===== src/rtl/lpf_decimator_if.sv =====
// Sample stream interface for lpf_decimator: FIR-side input and consumer-side
// valid/ready FIFO output, plus FIFO status.
interface lpf_decimator_if #(
  parameter int N  = 16,
  parameter int AW = 3
);
  logic [N-1:0] in_data;
  logic         in_valid;
  logic [N-1:0] out_data;
  logic         out_valid;
  logic         out_ready;
  logic [AW:0]  fill;
  logic         overflow;

  modport master (
    output in_data, in_valid, out_ready,
    input  out_data, out_valid, fill, overflow
  );

  modport slave (
    input  in_data, in_valid, out_ready,
    output out_data, out_valid, fill, overflow
  );
endinterface


===== src/rtl/lpf_decimator.sv =====
// Decimate-by-2**DSHIFT output stage with a show-ahead FIFO and sticky overflow.
// Define LPF_DECIM_AVG_EN to push the truncated group mean instead of the last sample.
module lpf_decimator #(
  parameter int N      = 16,
  parameter int DSHIFT = 2,   // legal range 1..4
  parameter int AW     = 3
) (
  input  logic           clk,
  input  logic           reset,
  lpf_decimator_if.slave bus
);
  localparam int          DEPTH = 1 << AW;
  localparam logic [AW:0] FULL  = (AW + 1)'(DEPTH);

  logic [DSHIFT-1:0] phase_q, phase_d;
  logic [AW-1:0]     wr_ptr_q, wr_ptr_d;
  logic [AW-1:0]     rd_ptr_q, rd_ptr_d;
  logic [AW:0]       fill_q, fill_d;
  logic              overflow_q, overflow_d;
  logic [N-1:0]      mem_q [DEPTH];
  logic [N-1:0]      mem_d [DEPTH];

  logic         group_end;
  logic         pop;
  logic         push_ok;
  logic [N-1:0] push_val;

`ifdef LPF_DECIM_AVG_EN
  logic [N+DSHIFT-1:0] acc_q, acc_d;
  logic [N+DSHIFT-1:0] sum;
`endif

  // NOTE: every signal written here gets a default first, so no path leaves
  // it unassigned and no latch is inferred.
  always_comb begin
    phase_d    = phase_q;
    wr_ptr_d   = wr_ptr_q;
    rd_ptr_d   = rd_ptr_q;
    fill_d     = fill_q;
    overflow_d = overflow_q;
    mem_d      = mem_q;

    group_end = bus.in_valid && (phase_q == '1);
    pop       = (fill_q != '0) && bus.out_ready;
    // A full FIFO still accepts a push when the head leaves in the same cycle.
    push_ok   = group_end && ((fill_q != FULL) || pop);

`ifdef LPF_DECIM_AVG_EN
    sum      = acc_q + {{DSHIFT{1'b0}}, bus.in_data};
    push_val = N'(sum >> DSHIFT);
    acc_d    = acc_q;
    if (bus.in_valid) acc_d = group_end ? '0 : sum;
`else
    push_val = bus.in_data;
`endif

    if (bus.in_valid) phase_d = phase_q + DSHIFT'(1);

    if (push_ok) begin
      mem_d[wr_ptr_q] = push_val;
      wr_ptr_d        = wr_ptr_q + AW'(1);
    end
    if (pop) rd_ptr_d = rd_ptr_q + AW'(1);
    if (group_end && !push_ok) overflow_d = 1'b1;

    unique case ({push_ok, pop})
      2'b10:   fill_d = fill_q + (AW + 1)'(1);
      2'b01:   fill_d = fill_q - (AW + 1)'(1);
      default: fill_d = fill_q;
    endcase
  end

  // NOTE: sequential state uses non-blocking assignments so every flop samples
  // the pre-edge values regardless of statement order.
  always_ff @(posedge clk) begin
    if (reset) begin
      phase_q    <= '0;
      wr_ptr_q   <= '0;
      rd_ptr_q   <= '0;
      fill_q     <= '0;
      overflow_q <= 1'b0;
      // NOTE: FIFO storage is reset too, so out_data reads 0 out of reset
      // instead of X; costs a reset per entry, acceptable at this depth.
      for (int i = 0; i < DEPTH; i++) mem_q[i] <= '0;
`ifdef LPF_DECIM_AVG_EN
      acc_q      <= '0;
`endif
    end else begin
      phase_q    <= phase_d;
      wr_ptr_q   <= wr_ptr_d;
      rd_ptr_q   <= rd_ptr_d;
      fill_q     <= fill_d;
      overflow_q <= overflow_d;
      mem_q      <= mem_d;
`ifdef LPF_DECIM_AVG_EN
      acc_q      <= acc_d;
`endif
    end
  end

  assign bus.out_data  = mem_q[rd_ptr_q];
  assign bus.out_valid = (fill_q != '0);
  assign bus.fill      = fill_q;
  assign bus.overflow  = overflow_q;
endmodule


===== src/flat_wrapper.sv =====
// flat-port wrapper written by rule: the top's interface ports become plain ports
module lpf_decimator_flat 
#(
  parameter int N      = 16,
  parameter int DSHIFT = 2,                      
  parameter int AW     = 3
)
  (clk, reset, bus_in_data, bus_in_valid, bus_out_ready, bus_out_data, bus_out_valid, bus_fill, bus_overflow);
  lpf_decimator_if #(.N(N), .AW(AW)) bus_i ();
  input  logic clk;
  input  logic reset;
  input wire logic [$bits(bus_i.in_data)-1:0] bus_in_data;
  input wire logic [$bits(bus_i.in_valid)-1:0] bus_in_valid;
  input wire logic [$bits(bus_i.out_ready)-1:0] bus_out_ready;
  output wire logic [$bits(bus_i.out_data)-1:0] bus_out_data;
  output wire logic [$bits(bus_i.out_valid)-1:0] bus_out_valid;
  output wire logic [$bits(bus_i.fill)-1:0] bus_fill;
  output wire logic [$bits(bus_i.overflow)-1:0] bus_overflow;
  assign bus_i.in_data = bus_in_data;
  assign bus_i.in_valid = bus_in_valid;
  assign bus_i.out_ready = bus_out_ready;
  assign bus_out_data = bus_i.out_data;
  assign bus_out_valid = bus_i.out_valid;
  assign bus_fill = bus_i.fill;
  assign bus_overflow = bus_i.overflow;
  lpf_decimator #(.N(N), .DSHIFT(DSHIFT), .AW(AW)) u_core (.clk(clk), .reset(reset), .bus(bus_i));
endmodule

===== config.mk =====
export PLATFORM = sky130hd
export DESIGN_NAME = lpf_decimator_flat
export DESIGN_NICKNAME = d
export VERILOG_FILES = /design/src/rtl/lpf_decimator_if.sv /design/src/rtl/lpf_decimator.sv /design/src/flat_wrapper.sv
export SDC_FILE = /design/constraint.sdc
export NUM_CORES = 1
export LEC_CHECK = 0
export ABC_AREA = 1
export CAP_MARGIN = 15
export CORE_MARGIN = 1
export CORE_UTILIZATION = 43
export DETAILED_ROUTE_END_ITERATION = 8
export MAX_ROUTING_LAYER = met4
export PLACE_DENSITY = 0.58
export SETUP_SLACK_MARGIN = 0.15
export SLEW_MARGIN = 20
export SYNTH_ARGS = -nofsm -noshare
export SYNTH_HDL_FRONTEND = slang
export SYNTH_SLANG_ARGS = --single-unit
export TNS_END_PERCENT = 5

===== constraint.sdc =====
create_clock -name clk -period 5.8 [get_ports clk]
set_input_delay 0.87 -clock clk [delete_from_list [all_inputs] [get_ports clk]]
set_output_delay 0.87 -clock clk [all_outputs]
set_load 0.05 [all_outputs]

==> reports/results.txt, run 1 <==
run status: finished clean
clk_lat worst skew: 420 ps
worst setup path class: flop to primary output
Crit-path slowest cell: clkdlybuf4s50_1
family with the most delay on the worst path: buffers and inverters
total global-route track usage: 25.70%
num ports: 42
setup TNS: 0 ps
Layout Nets: 1102
data arrival time of the critical path: 3140 ps
most common cell in the synthesized netlist: nand2_1
pin count of the biggest net entering global routing: 72
GRT overflow: 0
CP Capture Type: primary output
Synth top area share: 40.46%
CTS root buffer: clkbuf_16
row cnt: 46
max_cap viols: 0
Final Hold Viols: 0
cts repair resizes: 0
mean routed wirelength per cell: 14.83 um
CTS max path bufs: 2
fin worst setup slack: 1791 ps
number of remaining DRC errors: 0
Initial DRC Count: 504
Synth Net Count: 1116
Die W: 129.4 um
dpl ws: 2238 ps
Req. time, crit path: 4930 ps
Clock Sinks: 141
placed insts: 1272
Power, Total: 0.003421 W
Seq/Total Area, Yosys: 40.46%
post-synthesis async set-or-reset flop share: 0%
top cell type by total area after synthesis: dfxtp_1
Vias/cell: 4.883
Setup Viol. Count Final: 0
RSZ-0062 raised after global routing: no
antenna-violating nets left: 0
clock transition at the registers of the reported paths: 60 ps
post-synthesis register bit count: 141
crit-path cells: inv_2 -> a21oi_1 -> o21ai_0 -> nand2_1 -> o21a_1 -> clkdlybuf4s50_1
syn_area_per_cell: 6.407 sq um
hold buffers post-CTS: 0
skew final: 9.350 ps
synth top area cells: dfxtp_1 40%, nand2_1 14%, nor2_1 12%
Hold Path Class: flop to flop
n_diodes: 0
Synth cell types: 26
Final min period: 4009 ps
Final Max Slew Viols: 0
layout cells sized above 1: 4.871%
Power per Cell Area: 431.7 nW/um^2
non-filler cells, final: 1304
dpl hpwl: 12120 um
first-pass GRT wire length: 31230 um
f_max: 0.2494 GHz
Relative slew margins: 32.42%
Die Ht: 129.4 um
vias: 6368
Placer Congestion: 0.7686
max incr delay on CP: 840 ps
ys flop type: dfxtp_1
crit-path max FO: 66
peak supply drop: 0.0003296 V
synth cell count leaders: 268 x nand2_1, 221 x nor2_1, 141 x dfxtp_1, 120 x inv_1, 98 x a21oi_1
clock tree from TritonCTS: built
CP Launch Type: flop
initial antenna violation count: 0
First-pass DRT Iterations: 5
Post-Synthesis Cell Area: 6977 sq um
Yosys warning count: 0
Area Overhead vs Synth: 13.58%
starting density of the core: 43.92%
PortBufs: 41
htree depth: 4
Static Leak: 3.808 nW
Synth Instances: 1089
vias in the first global route: 5768
worst-margin pin slew: 1012 ps
Die ar.: 16740 sq um
Finished Core Util: 49.88%
period utilization: 69.13%
Core Area: 15890 sq um
post-CTS setup repair buffer count: 0
Num CTS Buffers: 17
final wirelength: 19340 um
number of synthesized flops with an enable pin: 0
crit path buf inv count: 2
==> routing by layer <==
| layer | global-route usage, % | share of wire [%] | wire length [um] |
|---|---|---|---|
| met5 | - | 0 | 0 |
| met3 | 4.831 | 4.3 | 835 |
| met1 | 33.09 | 47 | 9010 |
| met4 | 8.651 | 2.0 | 395 |
| met2 | 40.39 | 47 | 9101 |
==> through the flow <==
stage	hold WS [ps]	cell area (sq um)
6_report	459.7	7924
5_1_grt	479.8	7924
4_1_cts	458.5	7924
3_5_place_dp	449.4	7325
3_3_place_gp	448.1	7325
2_1_floorplan	435.9	6977
==> power by group <==
group | switching, W | internal, W
registers | 0.0000485 | 0.000995
clock network | 0.000412 | 0.000700
logic | 0.000874 | 0.000392
==> registers in the layout (all words and copies together), names as in the netlist <==
signal	flops
u_core.wr_ptr_q	3
u_core.phase_q	2
u_core.mem_q	128
u_core.bus.overflow	1
u_core.rd_ptr_q	3
u_core.bus.fill	4
==> layout make-up <==
type	count	area, sq um
clock buffers	26	519.2
clock inverters	6	80.08
fillers	1682	7961
inverters	123	464.2
multi-input cells	742	3288
flip-flops and latches	141	2824
well taps	216	270.3
repair buffers	50	478.0
==> tightest hold or removal path, delay by kind of cell (launching register included) <==
family	cells	cell delay (ps)
flops	1	300
simple gates	1	60
compound gates	1	50
==> path summary, 6_finish.rpt <==
check	from	end	slack, ps	cells after the start
hold reg to reg	u_core.mem_q[59]	u_core.mem_q[59]	460	2
setup reg to reg	u_core.phase_q[0]	u_core.mem_q[21]	3200	8
hold / removal	u_core.mem_q[59]	u_core.mem_q[59]	460	2
setup / recovery	u_core.rd_ptr_q[0]	bus_out_data[4]	1790	6
==> cell families after synthesis <==
| group | count (synthesis) | synth area share [%] |
|---|---|---|
| and+or+nand+nor | 545 | 31.40 |
| DFF | 141 | 40.46 |
| AOI/OAI and AO/OA | 187 | 13.99 |
| buffers and inverters | 206 | 12.41 |
| adders and majority gates | 7 | 1.363 |
| xor gates and xnor gates | 3 | 0.3767 |
==> cells in the final DEF (no fill, tap or decap), types with 3 or more instances in the layout <==
cell             instances
nand2_1                268
clkbuf_1                 3
nor2_1                 221
buf_4                    9
clkdlybuf4s50_1         41
inv_2                    4
nand3_1                 24
clkbuf_8                 6
a21oi_1                 98
clkinv_2                 6
clkbuf_16               17
o21a_1                  16
ha_1                     6
nand4_1                 24
inv_1                  116
dfxtp_1                140
o21ai_0                 73
Note: power is estimated with default switching activity, not from simulation.
==> run 2: changes to the inputs <==
- clock period: 5.8 -> 3.9 ns (I/O delays scaled with it)
==> run 2 against run 1 <==
  * Sequential cell count unchanged
  * Combinational power increased by 71%
  * Via count increased by 0.20%
==> reports/results.txt, run 2 (synthesis gave the netlist of run 1 again) <==
run status: finished clean
peak supply drop: 0.0006482 V (+97%)
worst-margin pin slew: 1041 ps (+29.15 ps)
GRT overflow: 0 (unchanged)
Crit-path slowest cell: inv_2
row cnt: 46 (unchanged)
CTS max path bufs: 2 (unchanged)
internal power: 0.003436 W (+65%)
dpl hpwl: 11490 um (-5.2%)
Final min period: 2887 ps
Final Hold Viols: 0 (unchanged)
non-filler cells, final: 1310 (+0.46%)
FF-to-FF Start: u_core.bus.fill[2]
First-pass DRT Iterations: 5 (unchanged)
max incr delay on CP: 740 ps (-100 ps)
skew final: 5.963 ps (-3.387 ps)
number of flip-flops in the largest register: 128 (unchanged)
clock tree from TritonCTS: built
period utilization: 74.03%
commonest non-fill, non-tap cell in the layout: nand2_1
multi-input combinational cell area: 3288 sq um (unchanged)
Req. time, crit path: 3310 ps (-1620 ps)
Final Max Slew Viols: 0 (unchanged)
max_cap viols: 0 (unchanged)
antenna-violating nets left: 0 (unchanged)
WHS: 456.8 ps (-2.921 ps)
initial antenna violation count: 0 (unchanged)
clock share of power: 32.2% (-0.3 points)
CTS root buffer: clkbuf_16
Vias/cell: 4.871 (-0.25%)
Top reg by flops: u_core.mem_q
worst setup path class: flop to primary output
data arrival time of the critical path: 2300 ps (-840 ps)
PortBufs: 41 (unchanged)
starting density of the core: 43.92% (unchanged)
RSZ-0062 raised after global routing: no
switching pwr: 0.001999 W (+50%)
Static Leak: 3.936 nW (+3.4%)
Reg area: 2824 sq um (unchanged)
Die Ht: 129.4 um (unchanged)
first-pass GRT wire length: 30680 um (-1.8%)
post-CTS setup repair buffer count: 0 (unchanged)
hold buffers post-CTS: 0 (unchanged)
cts repair resizes: 0 (unchanged)
crit-path max FO: 66 (unchanged)
vias: 6381 (+0.20%)
Die W: 129.4 um (unchanged)
crit-path cells: inv_2 -> o21ai_0 -> nand3_1 -> o21a_1 -> buf_12
mean routed wirelength per cell: 14.87 um (+0.24%)
total global-route track usage: 25.24% (-0.46 points)
Area Overhead vs Synth: 17.32%
vias in the first global route: 5705 (-1.1%)
Sw Share: 36.79% (-2.2 points)
Hold Path Class: flop to flop
number of remaining DRC errors: 0 (unchanged)
placed insts: 1279 (+0.55%)
sequential share of power: 27.9% (-2.6 points)
Clock Sinks: 141 (unchanged)
f_max: 0.3464 GHz
Num CTS Buffers: 17 (unchanged)
final wirelength: 19480 um (+0.70%)
Placer Congestion: 0.7756 (+0.91%)
htree depth: 4 (unchanged)
Setup Viol. Count Final: 0 (unchanged)
n_diodes: 0 (unchanged)
Critical Path Start: u_core.rd_ptr_q[0]
setup TNS: 0 ps (unchanged)
Core Area: 15890 sq um (unchanged)
Relative slew margins: 30.48% (-1.9 points)
most frequent cells in the layout: 268 x nand2_1, 221 x nor2_1, 140 x dfxtp_1, 118 x inv_1, 98 x a21oi_1
Hold Path Origin: u_core.mem_q[127]
Die ar.: 16740 sq um (unchanged)
pin count of the biggest net entering global routing: 67 (-6.9%)
layout cells sized above 1: 6.764% (+1.9 points)
Power per Cell Area: 664.0 nW/um^2 (+54%)
clock transition at the registers of the reported paths: 60 ps (about the same)
# fillers: 1626 (-3.3%)
num ports: 42 (unchanged)
CP Capture Type: primary output
Layout Nets: 1109 (+0.64%)
Initial DRC Count: 469 (-6.9%)
clk_lat worst skew: 430 ps (about the same)
Logic pwr share: 39.9% (+2.9 points)
CP Launch Type: flop
## run 2: cell count changes in the layout (fill, tap and decap cells not counted), sizes merged
| cell | previous run | this run |
|---|---|---|
| clkbuf | 26 | 25 |
| bufinv | 2 | 4 |
| buf | 9 | 32 |
| clkinv | 7 | 4 |
| clkdlybuf4s50 | 41 | 25 |
| inv | 120 | 121 |
## run 2: metal layers
layer  vias up  routed length, um  track usage, %
met3        12                848           4.500
met2       134               9072           39.91
met4         0                199           7.405
li1       3352                  -               -
met5         -                  0               -
met1      2883               9359           32.83
## run 2: per-stage QoR
stage / instance area (sq um) / power (W) / util [%] / worst slack, ps
4_1_cts: 8185 / 0.005486 / 51.53 / 1003
2_1_floorplan: 6977 / 0.002888 / - / 1217
3_5_place_dp: 7550 / 0.003725 / 47.53 / 1051
3_3_place_gp: 7550 / 0.003732 / 47.53 / 1107
6_report: 8185 / 0.005435 / 51.53 / 1013
5_1_grt: 8185 / 0.005683 / 51.53 / 847.7
## run 2: final cells by class
class	instances	area share, %
Sequential cell	141	34.50
Multi-Input combinational cell	742	40.17
Inverter	123	5.671
Clock buffer	25	6.175
Tap cell	216	3.302
Timing Repair Buffer	57	8.591
Clock inverter	6	1.590
## run 2: final timing paths
check	to	cells past startpoint	slack, ps
max	bus_out_data[8]	5	1010
min	u_core.mem_q[127]	2	460
max reg2reg	u_core.bus.fill[3]	11	1700
min reg2reg	u_core.mem_q[127]	2	460
## run 2: power groups by stage
| stage | clock network [W] | registers, W | logic, W |
|---|---|---|---|
| after floorplan | 0 | 0.00161 | 0.00128 |
| after global placement | 0 | 0.00155 | 0.00218 |
| after detailed placement | 0 | 0.00155 | 0.00218 |
| after CTS | 0.00178 | 0.00152 | 0.00219 |
| after global routing | 0.00184 | 0.00152 | 0.00232 |
| final | 0.00175 | 0.00152 | 0.00217 |
## run 2: critical path, delay by kind of cell, from the launching register on
| family | cells | cell delay (ps) |
|---|---|---|
| AOI/OAI and AO/OA | 2 | 510 |
| buffers and inverters | 2 | 900 |
| DFF | 1 | 320 |
| and+or+nand+nor | 1 | 130 |
==> run 3: changes to the inputs <==
- PLACE_DENSITY: 0.58 -> 0.6
- clock period: 3.9 -> 2.3 ns (I/O delays scaled with it)
==> run 3 against run 2 <==
  * Clock power up 41%
  * Sequential cell count unchanged
  * Design area up 1.6%
  * Worst setup slack worse by 850 ps
  * Highest routed layer unchanged
==> reports/results.txt, run 3 (synthesis gave the netlist of run 1 again) <==
run status: finished clean
layout cells sized above 1: 9.091% (+2.3 points)
worst setup path class: flop to primary output
CTS root buffer: clkbuf_16
sequential share of power: 29.1% (+1.2 points)
switching pwr: 0.003465 W (+73%)
vias: 6444 (+0.99%)
htree depth: 4 (unchanged)
crit-path max FO: 24 (-64%)
commonest non-fill, non-tap cell in the layout: nand2_1
clock share of power: 27.4% (-4.8 points)
Final Max Slew Viols: 0 (unchanged)
Worst R2R End: u_core.bus.fill[3]
peak supply drop: 0.0009516 V (+47%)
setup TNS: 0 ps (unchanged)
skew final: 7.524 ps (+1.561 ps)
Finished Core Util: 52.34% (+0.81 points)
hold buffers post-CTS: 0 (unchanged)
hold depth: 2 (unchanged)
Die ar.: 16740 sq um (unchanged)
Num CTS Buffers: 17 (unchanged)
max_cap viols: 0 (unchanged)
Logic pwr share: 43.5% (+3.6 points)
first-pass GRT wire length: 30150 um (-1.7%)
Die Ht: 129.4 um (unchanged)
total global-route track usage: 24.49% (-0.74 points)
dpl hpwl: 11460 um (-0.31%)
CP Capture Type: primary output
starting density of the core: 43.92% (unchanged)
period utilization: 93.10%
clock tree from TritonCTS: built
antenna-violating nets left: 0 (unchanged)
worst-margin pin slew: 496.1 ps (-545.3 ps)
GRT overflow: 0 (unchanged)
num ports: 42 (unchanged)
Final min period: 2141 ps
# fillers: 1642 (+0.98%)
mean routed wirelength per cell: 14.07 um (-5.4%)
internal power: 0.005514 W (+60%)
Setup Viol. Count Final: 0 (unchanged)
clock transition at the registers of the reported paths: 60 ps (about the same)
Static Leak: 4.024 nW (+2.2%)
WHS: 455.6 ps (-1.214 ps)
Initial DRC Count: 449 (-4.3%)
Hold Path Class: flop to flop
row cnt: 46 (unchanged)
Sw Share: 38.59% (+1.8 points)
Top reg by flops: u_core.mem_q
clk_lat worst skew: 420 ps (about the same)
n_diodes: 0 (unchanged)
data arrival time of the critical path: 1800 ps (-500 ps)
f_max: 0.4670 GHz
Placer Congestion: 0.7514 (-3.1%)
Layout Nets: 1126 (+1.5%)
pin count of the biggest net entering global routing: 77 (+15%)
RSZ-0062 raised after global routing: yes
most frequent cells in the layout: 267 x nand2_1, 221 x nor2_1, 136 x dfxtp_1, 118 x inv_1, 98 x a21oi_1
Core Area: 15890 sq um (unchanged)
Die W: 129.4 um (unchanged)
number of flip-flops in the largest register: 128 (unchanged)
Area Overhead vs Synth: 19.17%
CTS max path bufs: 2 (unchanged)
vias in the first global route: 5672 (-0.58%)
Clock Sinks: 141 (unchanged)
Final Hold Viols: 0 (unchanged)
number of remaining DRC errors: 0 (unchanged)
hold endpoint: u_core.mem_q[60]
First-pass DRT Iterations: 5 (unchanged)
Req. time, crit path: 1960 ps (-1350 ps)
FF-to-FF Start: u_core.phase_q[0]
PortBufs: 41 (unchanged)
Worst R2R Path Depth: 12 (+1)
Hold Path Origin: u_core.mem_q[60]
final wirelength: 18670 um (-4.1%)
reg2reg setup slack: 380 ps (-1320 ps)
initial antenna violation count: 0 (unchanged)
Power per Cell Area: 1080 nW/um^2 (+63%)
Relative slew margins: 66.88% (+36 points)
CP Launch Type: flop
Vias/cell: 4.856 (-0.31%)
run 3: power by group through the flow:
stage / Combinational (W) / Clock, W / Sequential, W
after detailed placement: 0.00390 / 0 / 0.00266
after floorplan: 0.00221 / 0 / 0.00274
after global routing: 0.00418 / 0.00261 / 0.00262
after CTS: 0.00392 / 0.00251 / 0.00261
final: 0.00391 / 0.00246 / 0.00261
after global placement: 0.00389 / 0 / 0.00266
run 3: how the worst max path moves through the flow:
stage	endpoint	slack, ps	startpoint	cells past startpoint
after CTS	bus_out_data[9]	110	u_core.rd_ptr_q[1]	7
final	bus_out_data[6]	160	u_core.rd_ptr_q[1]	7
after global placement	u_core.bus.fill[3]	50	bus_out_ready	12
after global routing	bus_out_data[6]	70	u_core.rd_ptr_q[1]	7
after detailed placement	u_core.bus.fill[3]	1	bus_out_ready	12
after floorplan	u_core.bus.fill[3]	160	u_core.bus.fill[0]	12
run 3: worst max-delay path: stages, from the launching register on:
cell     delay [ps]
dfxtp_1         320
inv_1            70
buf_4           320
a21oi_1          60
o21ai_0         110
nand2_1          80
o21a_1          230
buf_12          170
run 3: final cells by class:
cell class | instances | area, sq um | area share (%)
Timing Repair Buffer | 74 | 912.1 | 10.97
Clock inverter | 8 | 42.54 | 0.5117
Multi-Input combinational cell | 742 | 3313 | 39.85
Sequential cell | 141 | 2834 | 34.09
Tap cell | 216 | 270.3 | 3.251
Clock buffer | 23 | 478.0 | 5.749
Inverter | 123 | 464.2 | 5.583
run 3: stage by stage:
stage          power [W]  std cells  setup slack, ps  cell area, sq um
4_1_cts         0.009035       1327            108.9              8302
6_report        0.008979       1327            158.8              8314
2_1_floorplan   0.004956       1089            158.7              7004
5_1_grt         0.009405       1327            70.65              8314
3_3_place_gp    0.006553       1296            50.25              7780
3_5_place_dp    0.006559       1296            1.334              7780
run 3: what timing repair did:
| action | CTS | global route |
|---|---|---|
| setup buffers | 0 | 0 |
| setup endpoints to repair | 14 | 17 |
| resized for setup | 1 | 6 |
| gates cloned | 0 | 0 |
run 3: routing by layer:
| layer | GRT usage, % | share of wire, % |
|---|---|---|
| met5 | - | 0 |
| met4 | 8.097 | 1.4 |
| met3 | 4.459 | 3.6 |
| met2 | 37.70 | 46 |
| met1 | 32.31 | 49 |
